==> config.mk <==
export PLATFORM = sky130hd
export DESIGN_NAME = multicycle_control
export DESIGN_NICKNAME = d
export VERILOG_FILES = /design/src/rtl/multicycle_control.sv
export SDC_FILE = /design/constraint.sdc
export NUM_CORES = 1
export LEC_CHECK = 0
export CAP_MARGIN = 20
export CELL_PAD_IN_SITES_DETAIL_PLACEMENT = 0
export CELL_PAD_IN_SITES_GLOBAL_PLACEMENT = 1
export CORE_UTILIZATION = 29
export DETAILED_ROUTE_END_ITERATION = 8
export PLACE_DENSITY_LB_ADDON = 0.1
export SETUP_SLACK_MARGIN = 0.5
export SLEW_MARGIN = 20
export SYNTH_ARGS = -nofsm -noshare
export SYNTH_HDL_FRONTEND = slang
export SYNTH_SLANG_ARGS = --single-unit
==> constraint.sdc <==
create_clock -name clk -period 5 [get_ports clk]
set_clock_uncertainty 0.05 [all_clocks]
set_input_delay 0.75 -clock clk [delete_from_list [all_inputs] [get_ports clk]]
set_output_delay 0.75 -clock clk [all_outputs]
set_load 0.005 [all_outputs]
==> src/rtl/multicycle_control.sv <==
// Multicycle MIPS-subset control FSM: sequences datapath selects and strobes per instruction class.
// Latency: Moore outputs from the state register; FETCH/MEMWR strobes are additionally qualified by mem_ready.
// Backpressure: FETCH, MEMRD and MEMWR hold while mem_ready=0, each such cycle adds one cycle.
//
// Ports:
//   clk, rst             : rising-edge clock, synchronous active-high reset
//   opcode, mem_ready    : IR opcode (sampled in DECODE), memory handshake
//   pc_write .. illegal_op : datapath control outputs (see state table below)
//   state                : current state encoding for debug
//
// Build option: define MULTICYCLE_ADDI_EN to add addi (opcode 001000) through ADDIEX/ADDIWB;
// without it, 001000 decodes as illegal and encodings 9/10 are never entered.

module multicycle_control (
    input  logic       clk,
    input  logic       rst,
    input  logic [5:0] opcode,
    input  logic       mem_ready,
    output logic       pc_write,
    output logic       branch,
    output logic       iord,
    output logic       mem_read,
    output logic       mem_write,
    output logic       ir_write,
    output logic       reg_dst,
    output logic       mem_to_reg,
    output logic       reg_write,
    output logic       alu_src_a,
    output logic [1:0] alu_src_b,
    output logic [1:0] alu_op,
    output logic [1:0] pc_src,
    output logic       instr_done,
    output logic       illegal_op,
    output logic [3:0] state
);

    typedef enum logic [3:0] {
        S_FETCH   = 4'd0,
        S_DECODE  = 4'd1,
        S_MEMADR  = 4'd2,
        S_MEMRD   = 4'd3,
        S_MEMWB   = 4'd4,
        S_MEMWR   = 4'd5,
        S_RTYPEEX = 4'd6,
        S_RTYPEWB = 4'd7,
        S_BEQEX   = 4'd8,
        S_ADDIEX  = 4'd9,
        S_ADDIWB  = 4'd10,
        S_JEX     = 4'd11
    } state_e;

    localparam logic [5:0] OP_RTYPE = 6'b000000;
    localparam logic [5:0] OP_J     = 6'b000010;
    localparam logic [5:0] OP_BEQ   = 6'b000100;
    localparam logic [5:0] OP_ADDI  = 6'b001000;
    localparam logic [5:0] OP_LW    = 6'b100011;
    localparam logic [5:0] OP_SW    = 6'b101011;

    localparam logic [1:0] SRCB_RT    = 2'b00;
    localparam logic [1:0] SRCB_FOUR  = 2'b01;
    localparam logic [1:0] SRCB_IMM   = 2'b10;
    localparam logic [1:0] SRCB_IMMSH = 2'b11;

    localparam logic [1:0] ALU_ADD   = 2'b00;
    localparam logic [1:0] ALU_SUB   = 2'b01;
    localparam logic [1:0] ALU_FUNCT = 2'b10;

    localparam logic [1:0] PCSRC_ALU    = 2'b00;
    localparam logic [1:0] PCSRC_ALUOUT = 2'b01;
    localparam logic [1:0] PCSRC_JUMP   = 2'b10;

    state_e     state_q, state_d;
    logic [5:0] opcode_q;

    // Ungated strobes; reset masks them below regardless of state.
    logic pc_write_s, branch_s, mem_read_s, mem_write_s, ir_write_s;
    logic reg_write_s, instr_done_s, illegal_op_s;

    // opcode_q is the only copy MEMADR consults, so IR changes after DECODE are harmless.
    always_ff @(posedge clk) begin
        if (rst) begin
            state_q  <= S_FETCH;
            opcode_q <= 6'd0;
        end else begin
            state_q <= state_d;
            if (state_q == S_DECODE) begin
                opcode_q <= opcode;
            end
        end
    end

    always_comb begin
        state_d      = state_q;
        pc_write_s   = 1'b0;
        branch_s     = 1'b0;
        mem_read_s   = 1'b0;
        mem_write_s  = 1'b0;
        ir_write_s   = 1'b0;
        reg_write_s  = 1'b0;
        instr_done_s = 1'b0;
        illegal_op_s = 1'b0;
        iord         = 1'b0;
        reg_dst      = 1'b0;
        mem_to_reg   = 1'b0;
        alu_src_a    = 1'b0;
        alu_src_b    = SRCB_RT;
        alu_op       = ALU_ADD;
        pc_src       = PCSRC_ALU;

        unique case (state_q)
            S_FETCH: begin
                // Request stays up while waiting; PC+4 and IR load only on the completing cycle.
                mem_read_s = 1'b1;
                alu_src_b  = SRCB_FOUR;
                ir_write_s = mem_ready;
                pc_write_s = mem_ready;
                if (mem_ready) begin
                    state_d = S_DECODE;
                end
            end

            S_DECODE: begin
                // Branch target precomputed here so BEQEX can take it from the ALU out register.
                alu_src_b = SRCB_IMMSH;
                unique case (opcode)
                    OP_LW, OP_SW: state_d = S_MEMADR;
                    OP_RTYPE:     state_d = S_RTYPEEX;
                    OP_BEQ:       state_d = S_BEQEX;
                    OP_J:         state_d = S_JEX;
`ifdef MULTICYCLE_ADDI_EN
                    OP_ADDI:      state_d = S_ADDIEX;
`endif
                    default: begin
                        state_d      = S_FETCH;
                        illegal_op_s = 1'b1;
                    end
                endcase
            end

            S_MEMADR: begin
                alu_src_a = 1'b1;
                alu_src_b = SRCB_IMM;
                state_d   = (opcode_q == OP_LW) ? S_MEMRD : S_MEMWR;
            end

            S_MEMRD: begin
                iord       = 1'b1;
                mem_read_s = 1'b1;
                if (mem_ready) begin
                    state_d = S_MEMWB;
                end
            end

            S_MEMWB: begin
                mem_to_reg   = 1'b1;
                reg_write_s  = 1'b1;
                instr_done_s = 1'b1;
                state_d      = S_FETCH;
            end

            S_MEMWR: begin
                // The store finishes in the handshake cycle itself, so done is qualified by mem_ready.
                iord        = 1'b1;
                mem_write_s = 1'b1;
                if (mem_ready) begin
                    instr_done_s = 1'b1;
                    state_d      = S_FETCH;
                end
            end

            S_RTYPEEX: begin
                alu_src_a = 1'b1;
                alu_op    = ALU_FUNCT;
                state_d   = S_RTYPEWB;
            end

            S_RTYPEWB: begin
                reg_dst      = 1'b1;
                reg_write_s  = 1'b1;
                instr_done_s = 1'b1;
                state_d      = S_FETCH;
            end

            S_BEQEX: begin
                // PC load is conditional on ALU zero outside this block.
                alu_src_a    = 1'b1;
                alu_op       = ALU_SUB;
                pc_src       = PCSRC_ALUOUT;
                branch_s     = 1'b1;
                instr_done_s = 1'b1;
                state_d      = S_FETCH;
            end

`ifdef MULTICYCLE_ADDI_EN
            S_ADDIEX: begin
                alu_src_a = 1'b1;
                alu_src_b = SRCB_IMM;
                state_d   = S_ADDIWB;
            end

            S_ADDIWB: begin
                reg_write_s  = 1'b1;
                instr_done_s = 1'b1;
                state_d      = S_FETCH;
            end
`endif

            S_JEX: begin
                pc_src       = PCSRC_JUMP;
                pc_write_s   = 1'b1;
                instr_done_s = 1'b1;
                state_d      = S_FETCH;
            end

            default: begin
                // Unused encodings (including 9/10 without addi) recover to FETCH.
                state_d = S_FETCH;
            end
        endcase
    end

    // Reset suppresses every side-effecting strobe immediately, so an abandoned
    // access or write-back cannot leak out during the reset cycle.
    assign pc_write   = pc_write_s   & ~rst;
    assign branch     = branch_s     & ~rst;
    assign mem_read   = mem_read_s   & ~rst;
    assign mem_write  = mem_write_s  & ~rst;
    assign ir_write   = ir_write_s   & ~rst;
    assign reg_write  = reg_write_s  & ~rst;
    assign instr_done = instr_done_s & ~rst;
    assign illegal_op = illegal_op_s & ~rst;
    assign state      = state_q;

endmodule

== After elaboration in Yosys (flattened, before gate mapping) ==
Index checks and enable logic that the tools add are counted.
Storage, ports and cells
  logic and storage cells: 61
  input port bits: 9
  register bits after elaboration: 10
  output and inout bits: 22
Operators by class
  equal/unequal tests: 17
  multiplexer cells: 23
  bitwise gates (word level): 9
  reduce and logical (&&, ||, !) cells: 10
Operator list (number)
  $pmux 4 s6: 1
  $eq 6x6->1 const B: 3
  $eq 4x3->1 const B: 4
  $pmux 4 s4: 1
  $mux 1: 12
  $mux 4: 3
  $and 1x1->1: 8
  $eq 4x2->1 const B: 2
  $eq 4x4->1 const B: 2
  $pmux 2 s2: 2
  $reduce_or 2->1: 4
  $eq 6x2->1 const B: 1
  $eq 6x3->1 const B: 1
  $logic_not 6->1: 1
  $ne 2x2->1 const B: 3
  $pmux 2 s3: 1
  $reduce_or 5->1: 1
  $eq 4x1->1 const B: 1
  $logic_not 4->1: 1
  $pmux 1 s2: 2
  $reduce_or 4->1: 1
  $mux 3: 1
  $reduce_and 3->1: 1
  $reduce_or 3->1: 1
  $not 1->1: 1

== Depth between registers and ports, before layout ==
Gate-level depths: netlist (run 1).
  word-level depth: 5
  gate-level depth with buffers: 5
  gate-level depth less buffers: 4

== Worst setup path before layout (run 1) ==
Ideal clock, no wire load.
  path type: input -> output
  start point: in opcode[5]
  end point: out illegal_op
  stages: 4
  arrival: 1.597 ns
  slack: 2.603 ns
  cell sequence: or3_1 -> or2_0 -> a21oi_1 -> nor3_1
On the way
  word-level cells in the longest chain between the ends: 5
RTL lines
  start, declared: line 17  | input logic [5:0] opcode,
  $eq 6x2->1, or another cell as far along: line 125  | unique case (opcode)
  $reduce_or 5->1 (no line) *
  $mux 1 *: line 125
  $mux 1 *: line 110  | unique case (state_q)
  $and 1x1->1 *: line 231  | assign illegal_op = illegal_op_s & ~rst;
  end, declared: line 33  | output logic illegal_op,
Mark *: on every way between the ends. The rest lies on a longest branch, timed or not.

== Worst setup path in the final report (run 1) ==
  start point: in rst
  end point: out pc_write
On the way
  word-level cells in the longest chain between the ends: 2
RTL lines
  start, declared: line 16  | input logic rst,
  $not 1->1: line 224  | assign pc_write = pc_write_s & ~rst;
  $and 1x1->1: line 224
  end, declared: line 19  | output logic pc_write,
Every way passes these cells.

==> results of run 1 <==
## area by class of cell
cell class | count | area, µm² | area share [%]
Clock buffer | 3 | 22.5 | 2.19
Inverter | 3 | 11.3 | 1.10
Multi-Input combinational cell | 83 | 458 | 44.6
Sequential cell | 10 | 200 | 19.5
Tap cell | 28 | 35.0 | 3.41
Timing Repair Buffer | 30 | 300 | 29.2
## per-stage QoR
stage,std cells,setup WS [ns],hold slack (ns),util [%]
6_report,157,1.53,0.404,46.0
3_5_place_dp,154,1.53,0.399,45.0
4_1_cts,157,1.53,0.407,46.0
2_1_floorplan,103,2.60,0.381,-
3_3_place_gp,154,1.57,0.391,45.0
5_1_grt,157,1.46,0.418,46.0
## layout by cell type, fill, tap and decap left out
master,instances
nor2_1,9
or3_1,1
clkbuf_4,3
a21o_1,3
or2_0,1
o311ai_0,1
xnor2_1,1
nand2_1,18
nor3_1,11
o311a_1,1
a311oi_1,1
nor4_1,1
clkdlybuf4s50_1,30
a2111oi_0,1
or4b_1,1
o21ai_0,3
and3_1,3
or2_2,1
nand2b_1,5
nor4_4,1
dfxtp_1,10
nor2b_1,2
nor4b_1,1
nand3_1,3
nand4b_1,1
o211ai_1,1
inv_1,3
a21oi_1,12
## cells by family (layout without fill, tap and decap cells)
group / after synthesis / in the layout / share of synthesized area, %
xor gates and xnor gates: 1 / 1 / 1.25
AOI/OAI and AO/OA: 23 / 23 / 20.3
DFF: 10 / 10 / 28.7
and+or+nand+nor: 59 / 59 / 44.1
buffers and inverters: 10 / 36 / 5.73
## how the worst max path moves through the flow
stage,end,cells past startpoint,startpoint,slack (ns)
after detailed placement,pc_write,5,rst,1.53
after CTS,pc_write,5,rst,1.53
after global placement,pc_write,5,rst,1.57
after floorplan,illegal_op,4,opcode[5],2.60
after global routing,pc_write,5,rst,1.46
final,pc_write,5,rst,1.53
## flip-flops by register name (all words and copies together) (netlist names)
signal    count
opcode_q      6
state         4
## layer usage
layer	wire length, µm	up-vias	global-route usage (%)	part of all wire (%)
met2	909	29	25.7	45
met4	1	0	1.39	0.050
met5	0	-	0	0
li1	-	417	-	-
met1	982	381	22.8	49
met3	121	2	4.46	6.0
## worst reg2reg max path, delay by kind of cell, from the launching register on
family           cells  cell delay, ns
AND/OR/NAND/NOR      3            1.02
AO/OA/AOI/OAI        1            0.30
flip-flops           1            0.67
## report_power, final
part           internal [W]  leakage, nW  switching [W]  total (W)
logic             0.0000182        0.254      0.0000161  0.0000343
registers         0.0000827       0.0814     0.00000375  0.0000864
clock network     0.0000277       0.0138      0.0000251  0.0000527
==> reports/results.md, run 1 <==
| Result | Reported | Unit |
| --- | --- | --- |
| Run status | finished clean | - |
| Gpl congestion | 0.795 | - |
| Chip width | 51.1 | µm |
| Clock slew at the register clock pins of the worst setup and hold paths | 0.06 | ns |
| Post-synth EDFFs | 0 | - |
| Largest delay contributor family on the critical path | buffers and inverters | - |
| Flip-flop and latch count after synthesis | 10 | - |
| Overall routing resource usage | 16.3 | % |
| Chain of cells forming the critical path | clkdlybuf4s50_1 > nor3_1 > and3_1 > or2_2 > clkdlybuf4s50_1 | - |
| Half-perimeter wire length of the detailed placement result | 1460 | µm |
| Total of hold buffers inserted after clock tree synthesis | 0 | - |
| Total clock buffers created by CTS | 3 | - |
| Period minus WS final | 3.47 | ns |
| Number of iterations in the first detailed-routing pass | 4 | - |
| Max-Slew Margin vs Limit | 58.8 | % |
| Violation count after the first detailed-routing iteration | 19 | - |
| Count of distinct cell types in the synthesized netlist | 28 | - |
| Top cell type by total area after synthesis | dfxtp_1 | - |
| Worst path max stage delay | 0.86 | ns |
| Worst Path Required | 4.20 | ns |
| Slowest cell on crit path | clkdlybuf4s50_1 | - |
| Share of synthesized area occupied by flip-flops and latches | 28.7 | % |
| Hold/Removal Path Class | flip-flop to flip-flop | - |
| Total buffers and inverters traversed by the critical path | 2 | - |
| Count of port buffers added during placement | 30 | - |
| Remaining global-route overflow | 0 | - |
| WL/cell | 12.8 | µm |
| Core area | 2230 | µm² |
| Boundary pin count | 31 | - |
| Count of unresolved DRC violations after routing | 0 | - |
| Worst ir drop on vdd | 204 | µV |
| Total count of hold-check failures in the final report | 0 | - |
| Starting Density | 31.3 | % |
| Count leader, synth | nand2_1 | - |
| Clk sink count | 10 | - |
| Clock tree buffer depth | 2 | - |
| Part of the cycle the worst path needs | 69.4 | % |
| CTS H-Tree Depth | 1 | - |
| Placed inst area | 1000 | µm² |
| Via count of the first global-routing pass | 708 | - |
| Slew at the pin closest to its max-slew limit | 0.616 | ns |
| Top area cells in the synthesized netlist | dfxtp_1, nand2_1, a21oi_1 | - |
| Launch point of the worst reg-to-reg path | state[0] | - |
| Critical R2R Capture | state[0] | - |
| Post-Route WL | 2020 | µm |
| Fraction of layout cells with a size suffix above 1 | 3.88 | % |
| Power density normalized to cell area | 169 | nW/µm² |
| Overall power | 0.000173 | W |
| Pin count of the biggest net entering global routing | 18 | - |
| Max Fanout on Critical Path | 17 | - |
| Summed area of non-filler cells in the final layout | 1030 | µm² |
| Cell Area, Synth | 698 | µm² |
| Unrepaired setup endpoints after global routing | false | - |
| Clock Root Buffer | clkbuf_4 | - |
| Net Count, Synth | 112 | - |
| Data arrival time of the critical path | 2.67 | ns |
| Count of standard-cell rows | 17 | - |
| Number of buffers added for setup after CTS | 0 | - |
| Via count | 829 | - |
| Min-delay src | opcode_q[4] | - |
| Flop-to-flop setup slack | 2.86 | ns |
| Worst Hold Path EP | opcode_q[4] | - |
| Setup-failing EPs final | 0 | - |
| Static leakage power | 0.349 | nW |
| Count of warnings emitted by yosys | 0 | - |
| Critical Path Sink Type | output pin | - |
| First-pass GRT wire length | 3260 | µm |
| Max-cap violations | 0 | - |
| Filler Cell Count | 241 | - |
| Die height | 51.1 | µm |
| Worst hold stages | 2 | - |
| Clock tree from TritonCTS | yes | - |
| Dominant synthesized flop cell | dfxtp_1 | - |
| Crit Path Category | input port to output pin | - |
| Die Area | 2610 | µm² |
| FF-to-FF path depth | 4 | - |
| Area growth, synth to finish | 47.1 | % |
| Fraction of synthesized cell area taken by the top area cell type | 28.7 | % |
| Nets@finish | 140 | - |
| Most Frequent Cell on Critical Path | clkdlybuf4s50_1 | - |
| Sum of negative setup slack | 0 | ns |
| Clock latency on the worst-skew pair | 0.26 | ns |
| Setup crit start kind | input port | - |
| Final Max Slew Viols | 0 | - |
| Count of antenna-violating nets left after detailed routing | 0 | - |
| Average size of a mapped cell | 6.78 | µm² |
| FFs w/ async S/R, synth | 0 | % |
| Initial antenna violation count | 0 | - |
| Timing-limited maximum frequency | 288 | MHz |
| Number of diodes added for antenna fixing | 0 | - |
| Post-CTS sizing | 0 | - |
| Vias per cell | 5.28 | - |
| Cells after Synth | 103 | - |
| Post-synth top cells | nand2_1, a21oi_1, nor3_1 | - |
(Power assumes the default switching activity.)
==> run 2, diff against run 1 <==
--- a/config.mk
+++ b/config.mk
@@ -8,7 +8,7 @@
 export CAP_MARGIN = 20
 export CELL_PAD_IN_SITES_DETAIL_PLACEMENT = 0
 export CELL_PAD_IN_SITES_GLOBAL_PLACEMENT = 1
-export CORE_UTILIZATION = 29
+export CORE_UTILIZATION = 27
 export DETAILED_ROUTE_END_ITERATION = 8
 export PLACE_DENSITY_LB_ADDON = 0.1
 export SETUP_SLACK_MARGIN = 0.5
==> constraint.sdc (replaced) <==
create_clock -name clk -period 3.3 [get_ports clk]
set_clock_uncertainty 0.05 [all_clocks]
set_input_delay 0.495 -clock clk [delete_from_list [all_inputs] [get_ports clk]]
set_output_delay 0.495 -clock clk [all_outputs]
set_load 0.005 [all_outputs]
==> run 2 against run 1 <==
The run now ends with DRC left. First-iteration DRC count rose by 5.3%. Setup slack got worse by 0.97 ns. Power rose by 70%. Via count fell by 1.2%. Critical endpoint is now illegal_op. Largest cell class unchanged. Largest power group unchanged.
==> reports/results.md, run 2 (synthesis results as in run 1) <==
| Result | Reported | Unit | Delta |
| --- | --- | --- | --- |
| Max reg flops | 6 | - | unchanged |
| Met3 routed WL | 65 | µm | -46% |
| Via count of the first global-routing pass | 758 | - | +7.1% |
| Max-Slew Margin vs Limit | 61.7 | % | +2.9 points |
| Half-perimeter wire length of the detailed placement result | 1510 | µm | +3.2% |
| Total routed wire length on the met1 layer | 1050 | µm | +6.6% |
| Slowest cell on crit path | clkdlybuf4s50_1 | - |  |
| Count of standard-cell rows | 18 | - | +1 |
| Overall routing resource usage | 16.9 | % | +0.57 points |
| Commonest non-fill, non-tap cells in the layout | clkdlybuf4s50_1, nand2_1, a21oi_1 | - |  |
| Slew at the pin closest to its max-slew limit | 0.571 | ns | -0.0452 ns |
| Number of iterations in the first detailed-routing pass | 6 | - | +2 |
| Hold/Removal Path Class | flip-flop to flip-flop | - |  |
| Max Fanout on Critical Path | 3 | - | -14 |
| Timing-limited maximum frequency | 365 | MHz |  |
| Fraction of layout cells with a size suffix above 1 | 9.02 | % | +5.1 points |
| Die height | 52.9 | µm | +3.5% |
| Chip width | 52.9 | µm | +3.5% |
| Critical Path Sink Type | output pin | - |  |
| Setup crit start kind | input port | - |  |
| Max-cap violations | 0 | - | unchanged |
| First-pass GRT wire length | 3460 | µm | +6.4% |
| Number of diodes added for antenna fixing | 0 | - | unchanged |
| Initial antenna violation count | 0 | - | unchanged |
| Clock Root Buffer | clkbuf_4 | - |  |
| Worst ir drop on vdd | 136 | µV | -33% |
| WL/cell | 12.2 | µm | -5.2% |
| Data arrival time of the critical path | 2.19 | ns | -0.48 ns |
| Count of port buffers added during placement | 30 | - | unchanged |
| Run status | finished, violations left | - |  |
| Worst Path Required | 2.75 | ns | -1.45 ns |
| Register with the most flip-flops | opcode_q | - |  |
| Clock latency on the worst-skew pair | 0.26 | ns | about the same |
| Total of hold buffers inserted after clock tree synthesis | 0 | - | unchanged |
| Count of antenna-violating nets left after detailed routing | 0 | - | unchanged |
| Nets@finish | 143 | - | +2.1% |
| Chain of cells forming the critical path | clkdlybuf4s50_1 > or3_4 > or2_0 > a21oi_1 > nor3_1 > clkdlybuf4s50_1 | - |  |
| Remaining global-route overflow | 0 | - | unchanged |
| Count of unresolved DRC violations after routing | 2 | - | +2 |
| Overall power | 0.000295 | W | +70% |
| Highest metal layer used by the detailed router | met3 | - |  |
| Die Area | 2790 | µm² | +7.1% |
| Final-layout worst hold slack | 0.411 | ns | +0.00696 ns |
| Total clock buffers created by CTS | 3 | - | unchanged |
| Period minus WS final | 2.74 | ns |  |
| Final Max Slew Viols | 0 | - | unchanged |
| Core area | 2450 | µm² | +9.9% |
| Crit Path Category | input port to output pin | - |  |
| CTS H-Tree Depth | 1 | - | unchanged |
| Sum of negative setup slack | 0 | ns | unchanged |
| Clock tree buffer depth | 2 | - | unchanged |
| Pin count of the biggest net entering global routing | 16 | - | -2 |
| Violation count after the first detailed-routing iteration | 20 | - | +1 |
| Total count of hold-check failures in the final report | 0 | - | unchanged |
| Clk sink count | 10 | - | unchanged |
| Clock slew at the register clock pins of the worst setup and hold paths | 0.07 | ns | about the same |
| Violations in the final reports | DRC | - |  |
| Area growth, synth to finish | 54.3 | % |  |
| Unrepaired setup endpoints after global routing | true | - |  |
| Starting Density | 28.4 | % | -2.8 points |
| Final core utilization | 43.9 | % | -2.1 points |
| Post-Route WL | 1980 | µm | -1.5% |
| Most Frequent Cell on Critical Path | clkdlybuf4s50_1 | - |  |
| Total length of routed met2 wires | 871 | µm | -4.2% |
| Static leakage power | 0.374 | nW | +7.3% |
| Setup-failing EPs final | 0 | - | unchanged |
| Worst path max stage delay | 0.45 | ns | -0.41 ns |
| Most common library cell in the layout ignoring fill and taps | clkdlybuf4s50_1 | - |  |
| Part of the cycle the worst path needs | 83.0 | % |  |
| Vias per cell | 5.02 | - | -4.8% |
| Boundary pin count | 31 | - | unchanged |
| Gpl congestion | 0.718 | - | -9.6% |
| Power density normalized to cell area | 273 | nW/µm² | +62% |
| Via count | 819 | - | -1.2% |
| Clock tree from TritonCTS | yes | - |  |
-- run 2: power breakdown --
group	internal (W)	total, W	leakage (nW)	switching (W)
Sequential	0.000125	0.000129	0.0819	0.00000400
Clock	0.0000668	0.000108	0.0210	0.0000416
Combinational	0.0000308	0.0000570	0.271	0.0000262
-- run 2: per-stage QoR --
step,instance area (µm²),cells,worst slack (ns)
5_1_grt,1080,163,0.483
3_5_place_dp,1020,158,0.468
2_1_floorplan,698,103,1.41
4_1_cts,1060,162,0.506
6_report,1080,163,0.561
3_3_place_gp,1020,158,0.479
-- run 2: path summary, 6_finish.rpt --
check	from	endpoint	slack (ns)	depth (start not counted)
worst min-delay path	opcode_q[4]	opcode_q[4]	0.41	2
worst min register to register	opcode_q[4]	opcode_q[4]	0.41	2
worst max-delay path	opcode[0]	illegal_op	0.56	6
worst max register to register	state[3]	state[0]	1.53	4
-- run 2: layout make-up --
cell class                 count  area (µm²)
tap                           30        37.5
timing repair buffer          33         323
fill                         262        1380
inverter                       3        11.3
multi-input combinational     83         468
clock buffer                   4        36.3
sequential                    10         201
-- run 2: critical path: cells and delay by family --
| kind | cells | cell delay, ns |
|---|---|---|
| buffers and inverters | 2 | 0.89 |
| AOI/OAI and AO/OA | 1 | 0.15 |
| and+or+nand+nor | 3 | 0.65 |
-- run 2: layer usage --
metal / global-route usage [%] / vias to the layer above
met4: 5.26 / 0
met3: 3.45 / 0
met2: 23.0 / 21
met1: 25.6 / 376
met5: 0 / -
li1: - / 422
-- run 2: timing repair --
item	in CTS	in global routing
setup buffers	0	1
endpoints found under the setup margin	1	2
hold endpoints to repair	0	0
gates resized for setup	1	3
pin swaps	0	1
==> run 3, diff against run 2 <==
--- a/config.mk
+++ b/config.mk
@@ -8,7 +8,7 @@
 export CAP_MARGIN = 20
 export CELL_PAD_IN_SITES_DETAIL_PLACEMENT = 0
 export CELL_PAD_IN_SITES_GLOBAL_PLACEMENT = 1
-export CORE_UTILIZATION = 27
+export CORE_UTILIZATION = 24
 export DETAILED_ROUTE_END_ITERATION = 8
 export PLACE_DENSITY_LB_ADDON = 0.1
 export SETUP_SLACK_MARGIN = 0.5
==> constraint.sdc (replaced) <==
create_clock -name clk -period 2.33 [get_ports clk]
set_clock_uncertainty 0.05 [all_clocks]
set_input_delay 0.3495 -clock clk [delete_from_list [all_inputs] [get_ports clk]]
set_output_delay 0.3495 -clock clk [all_outputs]
set_load 0.005 [all_outputs]
==> run 3 against run 2 <==
The run now ends clean. Clock-buffer cell count stayed put. Combinational power up 74%. Non-clock buffer count is 23 higher. Design area rose by 19%. Sequential power increased by 39%. Via count is 12% higher. Register-to-register slack got worse by 0.92 ns. Utilization is 2.5 points higher. Critical path depth stayed put. Wire length up 17%. Critical path type unchanged. Largest cell class unchanged.
==> reports/results.md, run 3 (synthesis results as in run 1) <==
| Result | Reported | Unit | Delta |
| --- | --- | --- | --- |
| Run status | finished clean | - |  |
| Via count | 921 | - | +12% |
| Worst Path Required | 1.93 | ns | -0.82 ns |
| Post-Route WL | 2320 | µm | +17% |
| Pin count of the biggest net entering global routing | 14 | - | -2 |
| Max Fanout on Critical Path | 3 | - | unchanged |
| Filler Cell Count | 293 | - | +12% |
| Part of the cycle the worst path needs | 79.8 | % |  |
| Launch point of the worst reg-to-reg path | state[3] | - |  |
| Critical R2R Capture | state[0] | - |  |
| Crit Path Category | input port to output pin | - |  |
| Nets@finish | 166 | - | +16% |
| Number of diodes added for antenna fixing | 0 | - | unchanged |
| Most common library cell in the layout ignoring fill and taps | buf_4 | - |  |
| Clock tree buffer depth | 2 | - | unchanged |
| First-pass GRT wire length | 3860 | µm | +12% |
| Part of the power in the clock network | 36.3 | % | -0.5 points |
| Commonest non-fill, non-tap cells in the layout | buf_4, nand2_1, dlygate4sd2_1 | - |  |
| Count of port buffers added during placement | 30 | - | unchanged |
| Sequential power share | 41.0 | % | -2.8 points |
| Period minus WS final | 1.86 | ns |  |
| Unrepaired setup endpoints after global routing | true | - |  |
| Non-filler cells, final | 187 | - | +15% |
| WL/cell | 12.4 | µm | +2.0% |
| Clock Root Buffer | clkbuf_4 | - |  |
| Remaining global-route overflow | 0 | - | unchanged |
| Gpl congestion | 0.884 | - | +23% |
| Number of placed instances, taps included | 176 | - | +11% |
| Final critical-path setup slack | 0.472 | ns | -0.0894 ns |
| Core area | 2760 | µm² | +12% |
| Static leakage power | 0.574 | nW | +53% |
| Max reg flops | 6 | - | unchanged |
| Violation count after the first detailed-routing iteration | 38 | - | +90% |
| Proportion of power drawn by combinational gates | 22.7 | % | +3.4 points |
| Max-Slew Margin vs Limit | 76.5 | % | +15 points |
| Highest metal layer used by the detailed router | met4 | - |  |
| Power density normalized to cell area | 341 | nW/µm² | +25% |
| Switching power | 0.000114 | W | +58% |
| Net switching share of the total power | 26.1 | % | +1.7 points |
| Number of iterations in the first detailed-routing pass | 4 | - | -2 |
| Worst Hold Path EP | opcode_q[3] | - |  |
| FF-to-FF path depth | 5 | - | +1 |
| Total clock buffers created by CTS | 3 | - | unchanged |
| Worst path max stage delay | 0.38 | ns | -0.07 ns |
| Slew at the pin closest to its max-slew limit | 0.348 | ns | -0.223 ns |
| Critical Path Sink Type | output pin | - |  |
| Count of unresolved DRC violations after routing | 0 | - | -2 |
| Worst ir drop on vdd | 297 | µV | +120% |
| Fraction of layout cells with a size suffix above 1 | 35.9 | % | +27 points |
| Die Area | 3130 | µm² | +12% |
| Overall routing resource usage | 15.4 | % | -1.5 points |
| Via count of the first global-routing pass | 874 | - | +15% |
| Setup crit start kind | input port | - |  |
| Count of standard-cell rows | 19 | - | +1 |
| Overall power | 0.000436 | W | +48% |
| Setup-failing EPs final | 0 | - | unchanged |
| Final Max Slew Viols | 0 | - | unchanged |
| Flop-to-flop setup slack | 0.61 | ns | -0.92 ns |
| Clock slew at the register clock pins of the worst setup and hold paths | 0.07 | ns | about the same |
| Boundary pin count | 31 | - | unchanged |
| Vias per cell | 4.93 | - | -2.0% |
| Clk sink count | 10 | - | unchanged |
| Total count of hold-check failures in the final report | 0 | - | unchanged |
| Starting Density | 25.3 | % | -3.1 points |
| Count of antenna-violating nets left after detailed routing | 0 | - | unchanged |
| Area growth, synth to finish | 83.2 | % |  |
| Total routed wire length on the met1 layer | 1180 | µm | +13% |
| Die height | 55.9 | µm | +5.8% |
| Chain of cells forming the critical path | clkdlybuf4s15_1 > or3_4 > or2_0 > a21oi_2 > nor3_2 > buf_2 | - |  |
| Hold/Removal Path Class | input port to flip-flop | - |  |
| Data arrival time of the critical path | 1.46 | ns | -0.73 ns |
| Initial antenna violation count | 0 | - | unchanged |
| Clock latency on the worst-skew pair | 0.27 | ns | about the same |
| Min-delay src | opcode[3] | - |  |
| Half-perimeter wire length of the detailed placement result | 1770 | µm | +17% |
| Cell internal pwr | 0.000322 | W | +45% |
| Worst hold stages | 3 | - | +1 |
| Worst setup slack before clock tree synthesis | -0.107 | ns | -0.576 ns |
| Slowest cell on crit path | or3_4 | - |  |
| Total length of routed met2 wires | 1040 | µm | +20% |
| CTS H-Tree Depth | 1 | - | unchanged |
| Met3 routed WL | 91 | µm | +40% |
| Chip width | 55.9 | µm | +5.8% |
| Register with the most flip-flops | opcode_q | - |  |
| Clock tree from TritonCTS | yes | - |  |
| Timing-limited maximum frequency | 538 | MHz |  |
| Max-cap violations | 0 | - | unchanged |
run 3: cell types whose count changed in the layout (fill, tap and decap cells not counted), moves of 4 or more:
cell / before / now
buf_4: 3 / 22
buf_6: 0 / 4
clkbuf_2: 0 / 4
clkdlybuf4s50_1: 30 / 6
dfxtp_4: 0 / 4
dlygate4sd2_1: 0 / 15
run 3: what timing repair did:
item,in CTS,in global routing
buffers inserted,5,2
hold buffers,0,0
endpoints found under the setup margin,20,11
resized for setup,43,25
pin swaps,6,7
run 3: area by class of cell:
class | count | area, µm² | area share (%)
Sequential cell | 10 | 215 | 16.8
Inverter | 3 | 13.8 | 1.08
Timing Repair Buffer | 56 | 464 | 36.3
Clock buffer | 4 | 36.3 | 2.84
Multi-Input combinational cell | 83 | 510 | 39.9
Tap cell | 31 | 38.8 | 3.03
run 3: critical path: cells and delay by family:
kind,cells,cell delay (ns)
AO/OA/AOI/OAI,1,0.15
buffers and inverters,2,0.30
AND/OR/NAND/NOR,3,0.65
run 3: worst max-delay path by stage:
stage | from | slack, ns | end
after global routing | state[3] | 0.41 | illegal_op
after CTS | opcode[0] | 0.33 | illegal_op
after global placement | opcode[5] | -0.07 | illegal_op
final | opcode[5] | 0.47 | illegal_op
after floorplan | state[1] | 0.60 | instr_done
after detailed placement | opcode[5] | -0.11 | illegal_op
run 3: routing by layer:
metal / up-vias / GRT usage [%]
li1: 476 / -
met1: 422 / 21.5
met2: 21 / 23.9
met3: 2 / 4.19
met4: 0 / 3.14
met5: - / 0
run 3: power groups by stage:
stage               logic (W)  registers [W]  clock network [W]
global placement    0.0000964       0.000186                  0
finish              0.0000991       0.000179           0.000158
CTS                 0.0000949       0.000178           0.000157
floorplan           0.0000383       0.000185                  0
detailed placement  0.0000964       0.000187                  0
global route         0.000108       0.000180           0.000172
run 3: per-stage QoR:
stage	setup TNS (ns)	instance area, µm²	hold slack [ns]	utilization (%)
2_1_floorplan	0	698	0.381	-
3_3_place_gp	-0.0984	1150	0.392	41.7
3_5_place_dp	-0.107	1150	0.399	41.7
4_1_cts	0	1230	0.408	44.7
5_1_grt	0	1280	0.275	46.4
6_report	0	1280	0.276	46.4
